### config.mk
export PLATFORM = sky130hd
export DESIGN_NAME = slot_memory_responder_flat
export DESIGN_NICKNAME = d
export VERILOG_FILES = /design/src/rtl/slot_memory_responder_if.sv /design/src/rtl/slot_memory_responder.sv /design/src/flat_wrapper.sv
export SDC_FILE = /design/constraint.sdc
export NUM_CORES = 1
export LEC_CHECK = 0
export ABC_AREA = 1
export BUFFER_PORTS_ARGS = -buffer_cell sky130_fd_sc_hd__buf_2
export CORE_UTILIZATION = 31
export CTS_CLUSTER_DIAMETER = 80
export CTS_CLUSTER_SIZE = 40
export DETAILED_ROUTE_END_ITERATION = 6
export GPL_ROUTABILITY_DRIVEN = 0
export PLACE_DENSITY_LB_ADDON = 0.2
export SLEW_MARGIN = 15
export SYNTH_ARGS = -nofsm -noshare
export SYNTH_HDL_FRONTEND = slang
export SYNTH_SLANG_ARGS = --single-unit
### constraint.sdc
create_clock -name clk_sys -period 2.5 [get_ports clk_sys]
set_input_delay 0.125 -clock clk_sys [delete_from_list [all_inputs] [get_ports clk_sys]]
set_output_delay 0.125 -clock clk_sys [all_outputs]
set_load 0.02 [all_outputs]
### src/rtl/slot_memory_responder_if.sv
// External RAM request/response port shared with the memory controller.
// The responder drives the request side (master); the controller answers
// with read data and a one-cycle ready (slave).
interface slot_memory_responder_if #(
    parameter int ADDR_WIDTH = 27
);
    logic [ADDR_WIDTH-1:0] ram_addr;
    logic [7:0]            ram_din;
    logic                  ram_rd;
    logic                  ram_wr;
    logic [7:0]            ram_dout;
    logic                  ram_ready;

    modport master (
        output ram_addr, ram_din, ram_rd, ram_wr,
        input  ram_dout, ram_ready
    );

    modport slave (
        input  ram_addr, ram_din, ram_rd, ram_wr,
        output ram_dout, ram_ready
    );
endinterface

### src/rtl/slot_memory_responder.sv
// Memory-side responder for the slot/mapper subsystem. Executes one CPU
// access at a time against either the external RAM port (req/ready) or the
// backup-SRAM block RAM (1-cycle read latency), holds the CPU with cpu_wait
// until read data is latched, and returns 0xFF when nothing responds.
module slot_memory_responder #(
    parameter int ADDR_WIDTH      = 27,
    parameter int SRAM_ADDR_WIDTH = 18,
    parameter int TIMEOUT         = 255
) (
    input  logic                       clk_sys,
    input  logic                       reset_n,

    input  logic                       cpu_req,
    input  logic                       cpu_rd,
    input  logic                       cpu_wr,
    input  logic [7:0]                 cpu_din,
    input  logic [ADDR_WIDTH-1:0]      mem_addr,
    input  logic                       mem_rnw,
    input  logic                       ram_cs,
    input  logic                       sram_cs,

    output logic [7:0]                 cpu_dout,
    output logic                       cpu_wait,

    slot_memory_responder_if.master    ram_bus,

    output logic [SRAM_ADDR_WIDTH-1:0] sram_addr,
    output logic [7:0]                 sram_din,
    output logic                       sram_we,
    input  logic [7:0]                 sram_dout,

    output logic                       timeout_err
);

    typedef enum logic [2:0] {
        IDLE,
        RAM_WAIT,
        SRAM_A,
        SRAM_D,
        DONE
    } state_t;

    state_t                  state;
    logic [7:0]              timer;
    logic                    op_read;
    logic [7:0]              data_reg;
    logic                    data_valid;

    logic [ADDR_WIDTH-1:0]   ram_addr_q;
    logic [7:0]              ram_din_q;
    logic                    ram_rd_q;
    logic                    ram_wr_q;

    // Request decode. SRAM select wins over RAM select; reads win over
    // writes; writes into a write-protected region decode to nothing.
    logic sel_sram;
    logic sel_ram;
    logic do_sram_rd;
    logic do_sram_wr;
    logic do_ram_rd;
    logic do_ram_wr;
    logic accept;

    assign sel_sram   = sram_cs;
    assign sel_ram    = ram_cs && !sram_cs;
    assign do_sram_rd = sel_sram && cpu_rd;
    assign do_sram_wr = sel_sram && !cpu_rd && cpu_wr && !mem_rnw;
    assign do_ram_rd  = sel_ram  && cpu_rd;
    assign do_ram_wr  = sel_ram  && !cpu_rd && cpu_wr && !mem_rnw;
    assign accept     = reset_n && (state == IDLE) && cpu_req;

    // Wait is raised combinationally in the request cycle so the CPU is held
    // before the first registered state change can take effect.
    assign cpu_wait = (state == RAM_WAIT) || (state == SRAM_A) || (state == SRAM_D) ||
                      (accept && (do_sram_rd || do_ram_rd || do_ram_wr));

    assign cpu_dout = data_valid ? data_reg : 8'hFF;

    assign ram_bus.ram_addr = ram_addr_q;
    assign ram_bus.ram_din  = ram_din_q;
    assign ram_bus.ram_rd   = ram_rd_q;
    assign ram_bus.ram_wr   = ram_wr_q;

    // Access sequencer: accepts requests in IDLE, runs the SRAM or RAM
    // transaction, captures read data and manages the sticky timeout flag.
    always_ff @(posedge clk_sys) begin
        // NOTE: every register here uses <= so all updates in this block see
        // the pre-edge values; blocking = would create order-dependent state.
        if (!reset_n) begin
            state       <= IDLE;
            timer       <= '0;
            op_read     <= 1'b0;
            data_reg    <= '0;
            data_valid  <= 1'b0;
            ram_addr_q  <= '0;
            ram_din_q   <= '0;
            ram_rd_q    <= 1'b0;
            ram_wr_q    <= 1'b0;
            sram_addr   <= '0;
            sram_din    <= '0;
            sram_we     <= 1'b0;
            timeout_err <= 1'b0;
        end else begin
            // Strobes are single-cycle pulses unless re-armed below.
            ram_rd_q <= 1'b0;
            ram_wr_q <= 1'b0;
            sram_we  <= 1'b0;

            // Read data stays visible only while the CPU keeps its read level.
            if (data_valid && !cpu_rd) begin
                data_valid <= 1'b0;
            end

            case (state)
                IDLE: begin
                    if (cpu_req) begin
                        if (do_sram_rd) begin
                            sram_addr  <= mem_addr[SRAM_ADDR_WIDTH-1:0];
                            data_valid <= 1'b0;
                            state      <= SRAM_A;
                        end else if (do_sram_wr) begin
                            sram_addr <= mem_addr[SRAM_ADDR_WIDTH-1:0];
                            sram_din  <= cpu_din;
                            sram_we   <= 1'b1;
                        end else if (do_ram_rd) begin
                            ram_addr_q <= mem_addr;
                            ram_rd_q   <= 1'b1;
                            timer      <= '0;
                            op_read    <= 1'b1;
                            data_valid <= 1'b0;
                            state      <= RAM_WAIT;
                        end else if (do_ram_wr) begin
                            ram_addr_q <= mem_addr;
                            ram_din_q  <= cpu_din;
                            ram_wr_q   <= 1'b1;
                            timer      <= '0;
                            op_read    <= 1'b0;
                            state      <= RAM_WAIT;
                        end
                    end
                end

                // Block RAM sees the address this cycle; data arrives next.
                SRAM_A: state <= SRAM_D;

                SRAM_D: begin
                    data_reg   <= sram_dout;
                    data_valid <= 1'b1;
                    state      <= DONE;
                end

                RAM_WAIT: begin
                    if (ram_bus.ram_ready) begin
                        if (op_read) begin
                            data_reg   <= ram_bus.ram_dout;
                            data_valid <= 1'b1;
                        end
                        state <= DONE;
                    end else if (timer == 8'(TIMEOUT - 1)) begin
                        // Abort: a read returns the open-bus value.
                        timeout_err <= 1'b1;
                        if (op_read) begin
                            data_reg   <= 8'hFF;
                            data_valid <= 1'b1;
                        end
                        state <= DONE;
                    end else begin
                        timer <= timer + 8'd1;
                    end
                end

                DONE:    state <= IDLE;
                default: state <= IDLE;
            endcase
        end
    end

endmodule

### src/flat_wrapper.sv
// flat-port wrapper written by rule: the top's interface ports become plain ports
module slot_memory_responder_flat 
#(
    parameter int ADDR_WIDTH      = 27,
    parameter int SRAM_ADDR_WIDTH = 18,
    parameter int TIMEOUT         = 255
)
  (clk_sys, reset_n, cpu_req, cpu_rd, cpu_wr, cpu_din, mem_addr, mem_rnw, ram_cs, sram_cs, cpu_dout, cpu_wait, sram_addr, sram_din, sram_we, sram_dout, timeout_err, ram_bus_ram_addr, ram_bus_ram_din, ram_bus_ram_rd, ram_bus_ram_wr, ram_bus_ram_dout, ram_bus_ram_ready);
  slot_memory_responder_if #(.ADDR_WIDTH(ADDR_WIDTH)) ram_bus_i ();
  input  logic clk_sys;
  input  logic reset_n;
  input  logic cpu_req;
  input  logic cpu_rd;
  input  logic cpu_wr;
  input  logic [7:0] cpu_din;
  input  logic [ADDR_WIDTH-1:0] mem_addr;
  input  logic mem_rnw;
  input  logic ram_cs;
  input  logic sram_cs;
  output logic [7:0] cpu_dout;
  output logic cpu_wait;
  output logic [SRAM_ADDR_WIDTH-1:0] sram_addr;
  output logic [7:0] sram_din;
  output logic sram_we;
  input  logic [7:0] sram_dout;
  output logic timeout_err;
  output wire logic [$bits(ram_bus_i.ram_addr)-1:0] ram_bus_ram_addr;
  output wire logic [$bits(ram_bus_i.ram_din)-1:0] ram_bus_ram_din;
  output wire logic [$bits(ram_bus_i.ram_rd)-1:0] ram_bus_ram_rd;
  output wire logic [$bits(ram_bus_i.ram_wr)-1:0] ram_bus_ram_wr;
  input wire logic [$bits(ram_bus_i.ram_dout)-1:0] ram_bus_ram_dout;
  input wire logic [$bits(ram_bus_i.ram_ready)-1:0] ram_bus_ram_ready;
  assign ram_bus_ram_addr = ram_bus_i.ram_addr;
  assign ram_bus_ram_din = ram_bus_i.ram_din;
  assign ram_bus_ram_rd = ram_bus_i.ram_rd;
  assign ram_bus_ram_wr = ram_bus_i.ram_wr;
  assign ram_bus_i.ram_dout = ram_bus_ram_dout;
  assign ram_bus_i.ram_ready = ram_bus_ram_ready;
  slot_memory_responder #(.ADDR_WIDTH(ADDR_WIDTH), .SRAM_ADDR_WIDTH(SRAM_ADDR_WIDTH), .TIMEOUT(TIMEOUT)) u_core (.clk_sys(clk_sys), .reset_n(reset_n), .cpu_req(cpu_req), .cpu_rd(cpu_rd), .cpu_wr(cpu_wr), .cpu_din(cpu_din), .mem_addr(mem_addr), .mem_rnw(mem_rnw), .ram_cs(ram_cs), .sram_cs(sram_cs), .cpu_dout(cpu_dout), .cpu_wait(cpu_wait), .ram_bus(ram_bus_i), .sram_addr(sram_addr), .sram_din(sram_din), .sram_we(sram_we), .sram_dout(sram_dout), .timeout_err(timeout_err));
endmodule
Yosys cells after proc, flatten, opt, wreduce, memory -nomap -nowiden
Index checks and enable logic that the tools add are counted.
{ "classes": {"addsub": 1, "n_mul": 0, "div_mod_pow": 0, "magnitude_cmp": 0, "eq_ne": 14, "shift": 0, "muxes": 40, "n_bitwise": 7, "n_reduce_logical": 37} }
{ "op_table": {"columns": ["operator", "n"], "rows": [
  ["$mux 8", 12],
  ["$mux 27", 2],
  ["$mux 18", 2],
  ["$pmux 8 s2", 2],
  ["$mux 3", 7],
  ["$logic_and 1x1->1", 13],
  ["$mux 1", 13],
  ["$pmux 3 s4", 1],
  ["$ne 2x2->1 const B", 5],
  ["$reduce_and 3->1", 3],
  ["$add 8x1->8 const B", 1],
  ["$eq 8x8->1 const B", 1],
  ["$reduce_and 4->1", 2],
  ["$reduce_bool 2->1", 4],
  ["$not 1->1", 7],
  ["$reduce_and 7->1", 1],
  ["$eq 3x2->1 const B", 2],
  ["$reduce_and 6->1", 1],
  ["$reduce_or 6->1", 1],
  ["$logic_or 1x1->1", 5],
  ["$reduce_and 5->1", 1],
  ["$reduce_or 5->1", 1],
  ["$ne 4x1->1 const B", 1],
  ["$reduce_or 4->1", 1],
  ["8 further kinds", 10]
]} }
{ "totals": {"register_bits": 86, "latchBits": 0, "mem_bits_rw": 0, "mem_bits_ro": 0, "out_inout_bits": 74, "mem_count": 0} }

Depth between registers and ports, before layout
{ "depth": {"word_depth": 11, "ltp_mapped": 10, "mapped_depth_nobuf": 10} }

Least setup slack after synthesis
OpenSTA, ideal clock, no wires.
{ "synth_timing": {"path_type": "register to register", "startpoint": "register u_core.timer[0]", "endpoint": "register u_core.data_reg[0]", "setup_ns": 0.115, "arrival_time_ns": 1.210, "setup_slack_ns": 1.175, "path_stages_with_launch": 11, "n_path_buf": 1, "synth_period_minus_slack_ns": 1.325, "path_cell_list": "dfxtp_1 -> inv_1 -> ha_1 -> nand2_1 -> nor2_1 -> nand2_2 -> nand2_4 -> buf_6 -> nand4_1 -> nand2_1 -> nor2_1"} }
{ "synth_via": {"elab_chain_len": 3} }
{ "synth_rtl": {"columns": ["element", "line_no", "rtl"], "rows": [
  ["start: declaration", "slot_memory_responder.sv:44", "logic [7:0] timer;"],
  ["start signal: assignment", "slot_memory_responder.sv:168", "timer <= timer + 8'd1;"],
  ["$eq 8x8->1", "slot_memory_responder.sv:159", "end else if (timer == 8'(TIMEOUT - 1)) begin"],
  ["$ne 3x3->1 (no source line)", null, null],
  ["$reduce_and 3->1 (no source line)", null, null],
  ["end signal: assignment", "slot_memory_responder.sv:147", "data_reg <= sram_dout;"],
  ["end signal: assignment", "slot_memory_responder.sv:155", "data_reg <= ram_bus.ram_dout;"],
  ["end: declaration", "slot_memory_responder.sv:46", "logic [7:0] data_reg;"]
]} }
No other way between the ends.
A chain may end at the register's enable or synchronous reset.

Final worst setup path
{ "layout_timing": {"startpoint": "register u_core.state[2]", "endpoint": "register u_core.data_reg[3]"} }
{ "layout_via": {"elab_chain_len": 3, "word_cells_on_any_way": 7, "cone_classes": "eq/ne: 4; mux: 1; reduce/logical: 2"} }
{ "layout_rtl": {"columns": ["element", "line_no", "rtl"], "rows": [
  ["start: declaration", "slot_memory_responder.sv:43", "state_t state;"],
  ["start signal: assignment", "slot_memory_responder.sv:90", "state <= IDLE;"],
  ["start signal: assignment", "slot_memory_responder.sv:120", "state <= SRAM_A;"],
  ["start signal: assignment", "slot_memory_responder.sv:131", "state <= RAM_WAIT;"],
  ["$eq 3x1->1 / $eq 3x2->1 (equally long branches)", "slot_memory_responder.sv:114", "case (state)"],
  ["$ne 3x3->1 (no source line), or another cell as far along", null, null],
  ["$reduce_and 3->1 (no source line)", null, null]
]} }
Parallel ways exist; a longest one is shown, timed or not.

==> flow_summary.toml <==
[setup_path]
cp-end-kind = "flip-flop"
required_ns = 2.78
critPathBufInv = 1
crit_slowest_cell = "nor2_1"
cpLargestDelayFamily = "simple AND/OR/NAND/NOR gates"
crit_chain = "inv_1 > nand2_2 > nor2_1 > o21ai_0 > nand4_1 > nand2_1 > nor2_1"
cp_max_fo = 11
cp-start-kind = "flip-flop"
reg2reg_depth = 7
max_stage_delay_ns = 0.52
cp_num_cells = 7
crit_top_cell = "nor2_1"
crit_type = "reg2reg"
arrival_ns = 1.94

[cells_and_area]
mostFrequentLayoutCells = "buf_2, nor2_1, dfxtp_1"
antenna_cells = 0
final_common_cell = "buf_2"
areaGrowthSynthToFinish_pct = 26.8
drive_gt1_share_pct = 35.8
final_nets = 689
postLayoutCellArea_um2 = 5050
largest_reg_flops = 27

[global_route]
use_met2_pct = 27.9
grtUsageTotal_pct = 16.9
antenna_found_initial = 0
use_met1_pct = 19.9
grt_pass1_wl_mm = 17.2
grt_overflow = 0
grt_max_degree = 33
grt_busiest_layer = "met2"
grt_pass1_vias = 3519
grtUsageMet3_pct = 5.06

[clocking]
cts.sinks = 86
cts_setup_buffers = 0
cts_hold_buf = 0
cts-root-buf = "clkbuf_16"
htreeDepth = 3
cts_tree = "built"
clock_latency_ns = 0.35
path_clk_slew_ns = 0.07
cts-buffers-inserted = 9
ctsResizeCount = 0
cts_buffer_depth = 2

[logic_synthesis]
ys_types = 36
synth_top_area_share_pct = 43.2
yosysTopAreaCell = "dfxtp_1"
synth.net_count = 564
synth_top_family_by_area = "simple AND/OR/NAND/NOR gates"
synth-seq-cells = 86
synth_fa_ha_area_share_pct = 0.629
synth-compound-area-share_pct = 14.0
yosysSeqAreaShare_pct = 43.2
synthTopCellsByArea = "dfxtp_1, nor2_1, nand2_1"
yosysWarnings = 0
synthSimpleGateAreaFrac_pct = 33.8
synthXorXnorAreaFrac_pct = 0.220
synth_area_um2 = 3980
synthMuxAreaShare_pct = 0
syn-instance-count = 502
avgSynthCellArea_um2 = 7.93

[sta]
hold_violations = 0
slew_violations = 0
tightest_slew_ns = 0.699
slew-limit-headroom_pct = 53.4
fmax_ghz = 0.602
fin_tns_setup_ns = 0
finalClockSkew_ns = 0.00702
finalCritPeriodShare_pct = 66.4
rsz0062_at_grt = "false"
fin_crit_ns = 1.66
finalSetupViolCount = 0

[detailed_routing]
drc = 0
dr_total_vias = 3742
first_pass_iters = 4
wl_mm = 10.6
avgRoutedWirePerCell_um = 13.2
via_per_inst = 4.65
drtIter0Drc = 174
ant_nets = 0

[floorplan]
die_w_um = 115
coreArea_um2 = 12600
rows = 41
die_area_um2 = 13300
io_pins = 134
die_h_um = 115
start_util_pct = 31.7

[power_and_ir_drop]
irDropWorstVdd_uv = 260
power_density_nw_per_um2 = 674
p_leak_nw = 2.20

[flow_run]
drv_cap = 0

[placement]
dp_hpwl_mm = 7.45
place_area_um2 = 4710
io_buffers = 133

[min_path]
holdPathStages = 3
hold_class = "in2reg"

[status]
status = "completed"
-- cell type report --
class,count,area (um2)
fill,1322,7520
tap,172,215
clock buffer,12,267
inverter,34,130
clock inverter,4,77.6
multi-input combinational,358,1940
timing repair buffer,138,703
sequential,86,1720
-- per-stage QoR --
stage          util [%]  hold WS [ns]  std cells  power, mW  setup slack, ns
6_report           40.2        0.0275        804       3.41            0.839
5_1_grt            40.2        0.0353        804       3.56            0.679
4_1_cts            40.2        0.0132        804       3.46            0.837
3_5_place_dp       37.4         0.371        788       1.92            0.858
3_3_place_gp       37.4         0.371        788       1.91            0.886
2_1_floorplan         -         0.260        502       1.79             1.18
-- where the power goes --
| part | internal, mW | switching (mW) | leakage [nW] |
|---|---|---|---|
| sequential | 1.42 | 0.0279 | 0.697 |
| clock | 0.961 | 0.558 | 0.169 |
| combinational | 0.146 | 0.298 | 1.33 |
| total | 2.52 | 0.884 | 2.20 |
-- cell families after synthesis --
logic type	after synthesis
compound gates	92
xor+xnor	1
fa+ha+maj	2
buf+inv	58
flops	86
simple gates	263
-- Yosys cell counts --
| master | number |
|---|---|
| ha_1 | 2 |
| nand2_4 | 8 |
| buf_2 | 5 |
| nand3_2 | 22 |
| or2_2 | 2 |
| clkbuf_1 | 6 |
| a21oi_2 | 24 |
| clkbuf_8 | 2 |
| xor2_1 | 1 |
| clkinv_1 | 2 |
| nor2_8 | 2 |
| a21oi_1 | 19 |
| nor2_1 | 95 |
| buf_6 | 3 |
| nand3_1 | 26 |
| buf_4 | 3 |
| nor2_4 | 3 |
| nor3_1 | 3 |
| nand2_1 | 85 |
| buf_12 | 2 |
| buf_1 | 2 |
| nand4_1 | 10 |
| o22ai_1 | 1 |
| nor3_4 | 1 |
| o31ai_1 | 1 |
| or2_0 | 1 |
| nand3_4 | 1 |
| buf_8 | 1 |
| nor2_2 | 1 |
| dfxtp_1 | 86 |
| a31oi_1 | 2 |
| inv_4 | 1 |
| inv_2 | 4 |
| nand2_2 | 3 |
| o21ai_0 | 45 |
| inv_1 | 27 |
-- layer usage --
layer,part of all wire [%],vias up
li1,-,1889
met1,45,1738
met2,46,99
met3,6.5,16
met4,2.2,0
met5,0,-
-- worst reg2reg max path, cell delays in order, from the launching register on --
cell     delay, ns
dfxtp_1       0.33
inv_1         0.10
nand2_2       0.11
nor2_1        0.52
o21ai_0       0.24
nand4_1       0.15
nand2_1       0.06
nor2_1        0.10
-- path summary, 6_finish.rpt --
check,start,to,slack (ns)
setup / recovery,u_core.state[2],u_core.data_reg[3],0.84
hold / removal,cpu_din[1],u_core.sram_din[1],0.03
setup reg to reg,u_core.state[2],u_core.data_reg[3],0.84
hold reg to reg,u_core.ram_bus.ram_addr[0],u_core.ram_bus.ram_addr[0],0.46
No activity file was read; power rests on OpenSTA's default activity.
